<file path="src/rtl/rcc_pkg.sv">
// Shared constants and types for the RCC multi-channel clock divider.
// rcc_chan_state_t is the default-width view of one channel's divider state.
package rcc_pkg;

    localparam int RCC_MIN_RATIO = 2;
    localparam int RCC_DEF_NCH   = 4;
    localparam int RCC_DEF_WIDTH = 8;

    typedef struct packed {
        logic [RCC_DEF_WIDTH-1:0] cnt;
        logic [RCC_DEF_WIDTH-1:0] ratio;
        logic [RCC_DEF_WIDTH-1:0] pend_ratio;
        logic                     pend;
    } rcc_chan_state_t;

endpackage

</file>
<file path="src/rtl/rcc_div_chan.sv">
// One divider channel: counter, period-boundary ratio update, pending ratio
// register and registered OUT_CLK / TICK.
module rcc_div_chan
    import rcc_pkg::*;
#(
    parameter int WIDTH       = RCC_DEF_WIDTH,
    parameter int RESET_RATIO = 2
) (
    input  logic             REF_CLK,
    input  logic             RST,
    input  logic             SYNC,
    input  logic             WE,
    input  logic [WIDTH-1:0] WR_RATIO,
    output logic             PEND,
    output logic             OUT_CLK,
    output logic             TICK
);

    typedef struct packed {
        logic [WIDTH-1:0] cnt;
        logic [WIDTH-1:0] ratio;
        logic [WIDTH-1:0] pend_ratio;
        logic             pend;
    } chan_state_t;

    localparam logic [WIDTH-1:0] RST_RATIO = WIDTH'(RESET_RATIO);
    localparam logic [WIDTH-1:0] RST_CNT   =
        (RESET_RATIO >= RCC_MIN_RATIO) ? WIDTH'(RESET_RATIO - 1) : '0;

    chan_state_t      st, st_nxt;
    logic             out_q, out_nxt;
    logic             tick_q, tick_nxt;
    logic             stopped, last, boundary, run;
    logic [WIDTH-1:0] new_ratio;
    logic [WIDTH:0]   cnt_inc, half;

    always_comb begin
        stopped   = st.ratio < WIDTH'(RCC_MIN_RATIO);
        last      = st.cnt == (st.ratio - WIDTH'(1));
        boundary  = SYNC | stopped | last;
        // Same-edge write beats the pending ratio, which beats the current one.
        new_ratio = WE ? WR_RATIO : (st.pend ? st.pend_ratio : st.ratio);
        run       = new_ratio >= WIDTH'(RCC_MIN_RATIO);
        cnt_inc   = {1'b0, st.cnt} + (WIDTH+1)'(1);
        half      = ({1'b0, st.ratio} + (WIDTH+1)'(1)) >> 1;

        st_nxt     = st;
        st_nxt.cnt = cnt_inc[WIDTH-1:0];
        out_nxt    = cnt_inc < half;
        tick_nxt   = 1'b0;

        if (boundary) begin
            st_nxt.ratio = new_ratio;
            st_nxt.pend  = 1'b0;
            st_nxt.cnt   = '0;
            out_nxt      = run;
            tick_nxt     = run;
        end else if (WE) begin
            st_nxt.pend_ratio = WR_RATIO;
            st_nxt.pend       = 1'b1;
        end
    end

    always_ff @(posedge REF_CLK or posedge RST) begin
        if (RST) begin
            st.cnt        <= RST_CNT;
            st.ratio      <= RST_RATIO;
            st.pend_ratio <= '0;
            st.pend       <= 1'b0;
            out_q         <= 1'b0;
            tick_q        <= 1'b0;
        end else begin
            st     <= st_nxt;
            out_q  <= out_nxt;
            tick_q <= tick_nxt;
        end
    end

    assign PEND    = st.pend;
    assign OUT_CLK = out_q;
    assign TICK    = tick_q;

endmodule

</file>
<file path="src/rtl/rcc_clk_div_multi.sv">
// Multi-channel glitch-free integer clock divider: decodes the config port
// into per-channel write strobes and fans SYNC out to every channel.
module rcc_clk_div_multi
    import rcc_pkg::*;
#(
    parameter int NCH         = RCC_DEF_NCH,
    parameter int WIDTH       = RCC_DEF_WIDTH,
    parameter int RESET_RATIO = 2,
    localparam int CH_W       = (NCH > 1) ? $clog2(NCH) : 1
) (
    input  logic             REF_CLK,
    input  logic             RST,
    input  logic             SYNC,
    input  logic             CFG_WE,
    input  logic [CH_W-1:0]  CFG_CH,
    input  logic [WIDTH-1:0] CFG_RATIO,
    output logic [NCH-1:0]   CFG_PEND,
    output logic [NCH-1:0]   OUT_CLK,
    output logic [NCH-1:0]   TICK
);

    logic [NCH-1:0] wr_en;

    for (genvar i = 0; i < NCH; i++) begin : g_chan
        // Channel numbers at or above NCH never match, so such writes drop.
        assign wr_en[i] = CFG_WE && (CFG_CH == CH_W'(i));

        rcc_div_chan #(
            .WIDTH       (WIDTH),
            .RESET_RATIO (RESET_RATIO)
        ) u_chan (
            .REF_CLK  (REF_CLK),
            .RST      (RST),
            .SYNC     (SYNC),
            .WE       (wr_en[i]),
            .WR_RATIO (CFG_RATIO),
            .PEND     (CFG_PEND[i]),
            .OUT_CLK  (OUT_CLK[i]),
            .TICK     (TICK[i])
        );
    end

endmodule

</file>
<file path="config.mk">
export PLATFORM = sky130hd
export DESIGN_NAME = rcc_clk_div_multi
export DESIGN_NICKNAME = d
export VERILOG_FILES = /design/src/rtl/rcc_pkg.sv /design/src/rtl/rcc_div_chan.sv /design/src/rtl/rcc_clk_div_multi.sv
export SDC_FILE = /design/constraint.sdc
export NUM_CORES = 1
export LEC_CHECK = 0
export ABC_AREA = 0
export ABC_CLOCK_PERIOD_IN_PS = 7500
export CORE_MARGIN = 2
export CORE_UTILIZATION = 65
export CTS_CLUSTER_DIAMETER = 80
export CTS_CLUSTER_SIZE = 30
export DETAILED_ROUTE_END_ITERATION = 16
export PLACE_DENSITY_LB_ADDON = 0.2
export SETUP_SLACK_MARGIN = 0.5
export SYNTH_ARGS = -nofsm -noshare
export SYNTH_HDL_FRONTEND = slang
export SYNTH_SLANG_ARGS = --single-unit
</file>
<file path="constraint.sdc">
create_clock -name REF_CLK -period 7.5 [get_ports REF_CLK]
set_input_delay 0.75 -clock REF_CLK [delete_from_list [all_inputs] [get_ports REF_CLK]]
set_output_delay 0.75 -clock REF_CLK [all_outputs]
set_load 0.005 [all_outputs]
</file>
==> qor.yml, run 1 <==
crit_path_start_kind: "flop"
cts.sinks: 108
port-buffer-count: 25
synth_cells: 745
clkLatencyLatePin_ns: 0.39
final_common_cell: "dfrtp_1"
fin_area_sq_um: 7550
drc: 0
syn-num-nets: 799
min_path_cells: 1
dp_hpwl_microns: 11400
register_area_sq_um: 2710
pre_cts_ws_ns: 4.59
period_minus_slack_ns: 2.91
cp_cell_sequence: "inv_1 > ha_1 > and2_1 > o2111ai_1 > a211oi_1 > o311ai_4 > nand2_1 > a32o_1"
numCtsBuffers: 9
drive_above_1_share: 0.109
grt_setup_unrepaired: "false"
ios: 26
crit_family: "compound AO/OA/AOI/OAI gates"
dieArea_sq_um: 12000
first_global_vias: 5454
multi_input_area_sq_um: 4130
cts_tree: "done"
relSlewSlack: 0.402
synth_seq_area_share: 0.375
max_freq_mhz: 344
utilization: 0.697
h-tree-depth: 3
p_clk_frac: 0.156
status: "finished, final reports clean"
hp-class: "flop to flop"
vias: 5506
place_area_sq_um: 7370
clk_pin_slew_ns: 0.11
core_area_sq_um: 10800
peakVddDrop_uv: 241
async_flop_share: 1.00
cp_slowest_stage_delay_ns: 0.65
netSwitchingFraction: 0.404
place.gp.congestion: 0.878
nFillCells: 847
area_delta_synth_final_pct: 4.37
end_kind: "flop"
cp_num_cells: 8
ys_warn_count: 0
avgViaCountPerCell: 6.36
ant_nets: 0
start_util: 0.668
pwr-share-seq: 0.446
post_cts_buffers: 0
power.switching_uw: 886
drt_iter0_drc: 367
layout_common_cells: "dfrtp_1 (100), nor2_1 (46), nand3_1 (46)"
drt-total-wl_microns: 15900
hold_viol: 0
drv_slew: 0
synth_edf_count: 0
worstMarginPinSlew_ns: 0.897
post-route-period-util: 0.388
synth-main-ff-cell: "dfrtp_1"
max-cap-violations: 0
ctsResizeCount: 0
cellPowerDensity_nw_per_um2: 291
die_h_microns: 110
dp.cells: 850
antenna_found_initial: 0
critical_path.max_fanout: 11
cpMaxStageDelayCell: "dfstp_2"
final.setup_skew_ns: 0.0153
crit_type: "flop to flop"
clk_path_buf_depth: 2
p_int_uw: 1310
finalNonFillerCells: 866
diodes: 0
crit_arrival_ns: 3.20
post_synth_num_cell_types: 70
grt_usage: 0.281
holdBufCountCts: 0
root_buffer: "clkbuf_8"
ys_seq_elements: 108
nNetsFinal: 775
finalSetupViolCount: 0
fp-row-count: 38
crit_required_ns: 7.79
grt-ovfl-total: 0
rr_worst_depth: 8
tns_ns: 0
synth_area_sq_um: 7240
die_x_microns: 110
grt_pass1_wl_microns: 26300
path_buf_inv: 1
wl_per_cell_microns: 18.4
fin_ws_ns: 4.59
firstDrtPassIters: 5
p_leak_uw: 0.00328
syn_avg_cell_area_sq_um: 9.72
combPwrFrac: 0.398
grt_max_degree: 63
routing by layer:
layer | track usage | vias up | share of wire
met3 | 0.0462 | 22 | 0.045
met1 | 0.377 | 2715 | 0.45
met2 | 0.475 | 159 | 0.49
met5 | 0 | - | 0
met4 | 0.0750 | 0 | 0.013
li1 | - | 2610 | -
registers in the layout, summed over array words and instances (netlist names):
name and flops:
g_chan.u_chan.TICK 4, g_chan.u_chan.OUT_CLK 4, g_chan.u_chan.PEND 4, g_chan.u_chan.st 96
power by group through the flow:
stage	clock network [uW]	registers [uW]	logic, uW
6_report	342	979	875
3_5_place_dp	0	982	868
2_1_floorplan	0	830	824
5_1_grt	372	1000	975
3_3_place_gp	0	970	820
4_1_cts	349	971	875
cell usage after synthesis (9+ instances only):
master	n	area, sq um
nor4_1	9	56.3
buf_4	14	105
o22ai_1	11	68.8
clkbuf_1	38	143
xnor2_1	45	394
o21ai_0	15	75.1
inv_1	25	93.8
dfrtp_1	100	2500
a21oi_1	22	110
nor3_1	13	65.1
nor2_1	46	173
and3_1	28	175
nand2_1	34	128
and2_1	14	87.6
nand3_1	46	230
a22o_1	15	131
mux2i_1	16	160
xor2_1	41	359
mux2_2	34	383
ha_1	40	500
final timing paths:
| check | start | end | slack [ns] |
|---|---|---|---|
| hold / removal | g_chan[1].u_chan.st[7] | g_chan[1].u_chan.st[7] | 0.51 |
| setup / recovery | g_chan[1].u_chan.st[10] | g_chan[1].u_chan.st[14] | 4.59 |
| min in group asynchronous | RST | g_chan[1].u_chan.st[13] | 0.76 |
| setup reg to reg | g_chan[1].u_chan.st[10] | g_chan[1].u_chan.st[14] | 4.59 |
| hold reg to reg | g_chan[1].u_chan.st[7] | g_chan[1].u_chan.st[7] | 0.51 |
| max in group asynchronous | RST | g_chan[3].u_chan.st[21] | 5.51 |
per-stage QoR:
step | hold WS [ns] | total power, uW
5_1_grt | 0.520 | 2350
6_report | 0.515 | 2200
4_1_cts | 0.515 | 2190
3_3_place_gp | 0.489 | 1790
2_1_floorplan | 0.479 | 1650
3_5_place_dp | 0.493 | 1850
kinds of logic after synthesis:
kind of cell               Yosys count  synth area share
buffers and inverters               87            0.0553
xor gates and xnor gates            86             0.104
DFF                                108             0.375
AOI/OAI and AO/OA                  137             0.145
and+or+nand+nor                    236             0.174
adders and majority gates           40            0.0691
muxes                               51            0.0771
final cells by class:
type / count / share of cell area
inverters: 25 / 0.0128
flip-flops and latches: 108 / 0.359
repair buffers: 27 / 0.0351
multi-input cells: 550 / 0.546
clock buffers: 13 / 0.0210
well taps: 140 / 0.0232
clock inverters: 3 / 0.00282
No activity file was read; power rests on OpenSTA's default activity.
==> run 2: changes to the inputs <==
Settings changed: ABC_CLOCK_PERIOD_IN_PS 7500 to 2800, CORE_UTILIZATION 65 to 62.
Clock period 7.5 ns to 2.8 ns, I/O delays scaled along.
==> run 2 against run 1 <==
Effect of this change:
- non-clock buffer count grew 101
- final area rose by 23%
- sequential share of layout area fell by 6.5 points
- critical path depth up 8
- wire length is 30% higher
- register-to-register slack lost 4.3 ns
- die area grew 4.7%
- final cell count increased by 12%
- first-iteration DRC count is 38% higher
- combinational power grew to 4.5 times the previous value
- maximum frequency is 18% higher
- via count increased by 15%
- critical endpoint is now g_chan[3].u_chan.st[10]
- highest routed layer unchanged
==> qor.yml, run 2 (same netlist as run 1, synthesis figures left out) <==
status: "finished, final reports clean"
vias: 6333  # +15%
ios: 26  # unchanged
grt_setup_unrepaired: "true"
drt-total-wl_microns: 20700  # +30%
nFillCells: 655  # -23%
critPathMostFrequentCell: "buf_6"
crit_arrival_ns: 2.76  # -0.44 ns
peakVddDrop_uv: 584  # +140%
dieArea_sq_um: 12600  # +4.7%
clk_pin_slew_ns: 0.07  # -0.04 ns
grt_usage: 0.297  # +0.0152
ant_nets: 0  # unchanged
cpMaxStageDelayCell: "dfstp_2"
firstDrtPassIters: 5  # unchanged
grt-ovfl-total: 0  # unchanged
largest_reg_flops: 96  # unchanged
top_register: "g_chan.u_chan.st"
dp_hpwl_microns: 12000  # +5.0%
clk_path_buf_depth: 2  # unchanged
period_minus_slack_ns: 2.47  # -0.435 ns
p_leak_uw: 0.00405  # +23%
numCtsBuffers: 9  # unchanged
max_freq_mhz: 404  # +18%
layout_common_cells: "dfrtp_1 (87), buf_4 (79), nand3_1 (42)"
diodes: 0  # unchanged
final.setup_skew_ns: 0.0105  # -0.00477 ns
crit_type: "flop to flop"
critical_path.max_fanout: 4  # -7
die_h_microns: 112  # +2.3%
cellPowerDensity_nw_per_um2: 823  # +180%
fin_area_sq_um: 9270  # +23%
drt_iter0_drc: 505  # +38%
nNetsFinal: 876  # +13%
max-cap-violations: 0  # unchanged
hp-class: "input pin to async pin"
cts_tree: "done"
area_delta_synth_final_pct: 28.0
drv_slew: 0  # unchanged
port-buffer-count: 25  # unchanged
start_util: 0.634  # -0.0338
core_area_sq_um: 11400  # +5.3%
antenna_found_initial: 0  # unchanged
root_buffer: "clkbuf_16"
grt_pass1_wl_microns: 30100  # +15%
wl_per_cell_microns: 21.3  # +16%
place.gp.congestion: 0.883  # +0.64%
hold_viol: 0  # unchanged
h-tree-depth: 3  # unchanged
post-route-period-util: 0.884  # +0.496
fp-row-count: 39  # +2.6%
final_common_cell: "dfrtp_1"
grt_max_degree: 40  # -37%
crit_required_ns: 3.09  # -4.70 ns
avgViaCountPerCell: 6.53  # +2.7%
crit_path_start_kind: "flop"
worstMarginPinSlew_ns: 0.766  # -0.131 ns
end_kind: "flop"
clkLatencyLatePin_ns: 0.36  # -0.03 ns
cts.sinks: 108  # unchanged
cp_cell_sequence: "inv_4 > buf_4 > buf_6 > buf_4 > buf_4 > buf_4 > buf_6 > buf_6 > buf_4 > buf_6 > buf_6 > buf_6 > buf_6 > buf_4 > buf_6 > o2bb2ai_4"
finalSetupViolCount: 0  # unchanged
first_global_vias: 6054  # +11%
cp_slowest_stage_delay_ns: 0.60  # -0.05 ns
drc: 0  # unchanged
drive_above_1_share: 0.330  # +0.221
die_x_microns: 112  # +2.3%
place_area_sq_um: 7720  # +4.7%
relSlewSlack: 0.489  # +0.0867
tns_ns: 0  # unchanged
run 2: cell count changes in the layout (fill, tap and decap cells not counted), moves of 13 or more:
cell,previous run,this run
buf_6,0,18
dfrtp_1,100,87
mux2_4,1,27
buf_4,2,79
mux2_2,34,8
dfrtp_2,0,13
run 2: layer usage:
metal | up-vias | part of all wire | global-route usage
met4 | 0 | 0.026 | 0.0992
met3 | 51 | 0.066 | 0.0605
li1 | 2809 | - | -
met1 | 3187 | 0.42 | 0.406
met5 | - | 0 | 0
met2 | 286 | 0.49 | 0.478
run 2: cell type report:
cell class / count / area, sq um / area share
well taps: 143 / 179 / 0.0193
repair buffers: 128 / 1150 / 0.124
clock inverters: 2 / 12.5 / 0.00135
flip-flops and latches: 108 / 2730 / 0.294
multi-input cells: 550 / 4850 / 0.523
clock buffers: 14 / 244 / 0.0263
inverters: 25 / 105 / 0.0113
run 2: repair_timing:
item	in CTS	in global routing
gates resized for setup	46	100
cloned	0	2
endpoints found under the hold margin	0	0
buffers inserted	40	36
hold buffers	0	0
endpoints found under the setup margin	76	95
pin swaps	20	47
run 2: worst paths after layout:
check,start,to,slack (ns),cells after the start
worst max-delay path,g_chan[3].u_chan.st[10],g_chan[3].u_chan.st[10],0.33,16
worst min-delay path,RST,g_chan[2].u_chan.st[11],0.40,2
worst max register to register,g_chan[3].u_chan.st[10],g_chan[3].u_chan.st[10],0.33,16
worst min register to register,g_chan[3].u_chan.st[1],g_chan[3].u_chan.st[1],0.52,1
max in group asynchronous,RST,g_chan[1].u_chan.st[17],1.62,3
min in group REF_CLK,g_chan[3].u_chan.st[1],g_chan[3].u_chan.st[1],0.52,1
run 2: report_power, final:
part	switching (uW)	internal (uW)	total [uW]
logic	1930	2000	3930
registers	521	1990	2510
clock network	581	605	1190
run 2: worst max-delay path, delay by kind of cell (launching register included):
family / cells / cell delay (ns)
DFF: 1 / 0.60
AOI/OAI and AO/OA: 1 / 0.13
buffers and inverters: 15 / 1.67
run 2: metrics by stage:
step                      utilization  cells  setup slack (ns)  hold WS, ns  total power, uW
final                           0.812    970             0.326        0.397             7630
after global routing            0.812    970             0.245        0.463             8020
after CTS                       0.743    932             0.346        0.413             6790
after detailed placement        0.676    876             0.170        0.495             5190
after global placement          0.676    876             0.256        0.490             5070
after floorplan                     -    745             0.356        0.429             4590
==> run 3: changes to the inputs <==
Settings changed: ABC_AREA 0 to 1, CORE_UTILIZATION 62 to 63, PLACE_DENSITY_LB_ADDON 0.2 to 0.08.
==> run 3 against run 2 <==
Effect of this change:
- sequential power up 9.2%
- final cell count rose by 34%
- sequential share of layout area up 0.31 points
- wire length decreased by 8.0%
- synthesized cell count increased by 46%
- global-route usage decreased by 1.1 points
- setup slack improved by 0.10 ns
- highest routed layer unchanged
- flip-flop and latch count stayed put
- clock skew shrank 0.0046 ns
- register-to-register slack better by 0.10 ns
- worst hold slack got worse by 0.14 ns
- total power increased by 13%
- largest power group unchanged
==> qor.yml, run 3 <==
area_delta_synth_final_pct: 14.8
path_buf_inv: 2  # -13
hold_viol: 0  # unchanged
status: "finished, final reports clean"
root_buffer: "clkbuf_16"
peakVddDrop_uv: 476  # -18%
r2r-start: "g_chan[1].u_chan.st[10]"
multi_input_area_sq_um: 4760  # -1.7%
reg2reg_to: "g_chan[1].u_chan.st[22]"
yosysMostFrequentCell: "nand2_1"
drv_slew: 0  # unchanged
crit_type: "flop to flop"
period_minus_slack_ns: 2.37  # -0.101 ns
finalNonFillerCells: 1299  # +34%
dieArea_sq_um: 13600  # +7.9%
rr_worst_depth: 11  # -5
firstDrtPassIters: 7  # +2
post-route-period-util: 0.848  # -0.0360
grt_usage: 0.286  # -0.0110
synth_area_leaders: "dfrtp_1 (31%), nand2_1 (13%), ha_1 (6.3%)"
syn-num-nets: 1140  # +43%
synth_edf_count: 0  # unchanged
crit_path_start_kind: "flop"
drt-total-wl_microns: 19100  # -8.0%
grt-ovfl-total: 0  # unchanged
clk_pin_slew_ns: 0.07  # about the same
synth_cells: 1086  # +46%
synth_area_sq_um: 7960  # +10%
place.gp.congestion: 0.909  # +2.9%
grt_pass1_wl_microns: 30400  # +0.99%
hp-class: "input pin to async pin"
final.setup_skew_ns: 0.00597  # -0.00456 ns
drc: 0  # unchanged
core_area_sq_um: 12500  # +9.2%
yosys.area.top_type_share: 0.314  # -0.0314
cts_tree: "done"
final_common_cell: "nand2_1"
place_area_sq_um: 8190  # +6.1%
syn_avg_cell_area_sq_um: 7.33  # -25%
synth-main-ff-cell: "dfrtp_1"
relSlewSlack: 0.438  # -0.0509
cellPowerDensity_nw_per_um2: 943  # +15%
drt_iter0_drc: 511  # +1.2%
clk_path_buf_depth: 2  # unchanged
synth_largest_area_cell: "dfrtp_1"
avgViaCountPerCell: 5.50  # -16%
max-cap-violations: 0  # unchanged
end_kind: "flop"
dp.cells: 1247  # +42%
wl_per_cell_microns: 14.7  # -31%
hold_ws_ns: 0.257  # -0.140 ns
crit_arrival_ns: 2.62  # -0.14 ns
vias: 7150  # +13%
diodes: 0  # unchanged
nFillCells: 983  # +50%
layout_common_cells: "nand2_1 (265), inv_1 (117), nor2_1 (97)"
crit_family: "simple AND/OR/NAND/NOR gates"
die_x_microns: 116  # +3.9%
start_util: 0.639  # +0.00476
p_leak_uw: 0.00442  # +9.1%
ys_warn_count: 0  # unchanged
grt_setup_unrepaired: "true"
crit_required_ns: 3.05  # -0.04 ns
finalSetupViolCount: 0  # unchanged
cpMaxStageDelayCell: "dfstp_2"
largest_reg_flops: 96  # unchanged
register_area_sq_um: 2720  # -0.32%
reg2reg_slack_ns: 0.43  # +0.10 ns
port-buffer-count: 25  # unchanged
h-tree-depth: 3  # unchanged
cp_slowest_stage_delay_ns: 0.56  # -0.04 ns
async_flop_share: 1.00  # unchanged
tns_ns: 0  # unchanged
synth_common_cells: "nand2_1 (269), inv_1 (123), nor2_1 (109), dfrtp_1 (100), o21ai_0 (66)"
top_register: "g_chan.u_chan.st"
antenna_found_initial: 0  # unchanged
fp-row-count: 41  # +5.1%
first_global_vias: 6463  # +6.8%
ios: 26  # unchanged
post_synth_num_cell_types: 46  # -34%
max_freq_mhz: 421  # +4.2%
ys_seq_elements: 108  # unchanged
numCtsBuffers: 9  # unchanged
drive_above_1_share: 0.171  # -0.159
dp_hpwl_microns: 13100  # +8.8%
ant_nets: 0  # unchanged
cts.sinks: 108  # unchanged
clkLatencyLatePin_ns: 0.37  # about the same
nNetsFinal: 1176  # +34%
cp_cell_sequence: "clkinvlp_4 > buf_4 > ha_2 > xor2_1 > nand2_1 > nor2_2 > nand2_2 > nor2_4 > nand2_8 > nand2_4 > nor2_1"
critical_path.max_fanout: 12  # +8
worstMarginPinSlew_ns: 0.844  # +0.0780 ns
die_h_microns: 116  # +3.9%
synth_seq_area_share: 0.341  # -0.0340
grt_max_degree: 92  # +130%
fin_area_sq_um: 9140  # -1.4%
holdBufCountCts: 0  # unchanged
-- run 3: cell types whose count changed after synthesis, sizes merged, moves of 35 or more --
cell,previous run,this run
nand2,34,281
o21ai,16,88
inv,25,140
nand4,8,56
mux2,35,0
nor2,46,121
-- run 3: stage by stage --
step / setup WS (ns) / util / power, uW
after floorplan: 0.548 / - / 6010
after global placement: 0.404 / 0.657 / 6700
after detailed placement: 0.318 / 0.657 / 6780
after CTS: 0.457 / 0.695 / 8200
after global routing: 0.255 / 0.733 / 9420
final: 0.427 / 0.733 / 8620
-- run 3: power breakdown --
group	switching, uW	total (uW)	internal (uW)
logic	2750	4550	1800
clock network	634	1330	698
registers	629	2740	2110
-- run 3: worst max path at each step --
stage | slack (ns) | from | depth (start not counted) | to
floorplan | 0.55 | g_chan[3].u_chan.st[17] | 16 | g_chan[3].u_chan.OUT_CLK
CTS | 0.46 | g_chan[3].u_chan.st[17] | 15 | g_chan[3].u_chan.OUT_CLK
finish | 0.43 | g_chan[1].u_chan.st[10] | 11 | g_chan[1].u_chan.st[22]
global placement | 0.40 | g_chan[3].u_chan.st[17] | 15 | g_chan[3].u_chan.OUT_CLK
detailed placement | 0.32 | g_chan[3].u_chan.st[17] | 15 | g_chan[3].u_chan.OUT_CLK
global route | 0.26 | g_chan[1].u_chan.st[10] | 13 | g_chan[1].u_chan.OUT_CLK
-- run 3: logic make-up after synthesis --
| logic type | synth area share |
|---|---|
| AOI/OAI and AO/OA | 0.101 |
| xor gates and xnor gates | 0.0681 |
| adders and majority gates | 0.0629 |
| DFF | 0.341 |
| buffers and inverters | 0.109 |
| and+or+nand+nor | 0.318 |
-- run 3: repair_timing --
action	4_1_cts	5_1_grt
setup buffers	13	19
cloned	0	4
resized for setup	15	66
pin swaps	6	27
endpoints found under the setup margin	4	61
-- run 3: cell type report --
cell class / count / share of cell area
Clock buffer: 9 / 0.0246
Inverter: 143 / 0.0601
Tap cell: 172 / 0.0235
Multi-Input combinational cell: 793 / 0.521
Timing Repair Buffer: 67 / 0.0650
Sequential cell: 108 / 0.298
Clock inverter: 7 / 0.00794
-- run 3: routing by layer --
layer,GRT usage,up-vias,part of all wire,routed length (microns)
li1,-,3594,-,-
met4,0.0841,0,0.021,399
met2,0.496,168,0.50,9550
met3,0.0519,36,0.039,734
met1,0.365,3352,0.44,8370
met5,0,-,0,0
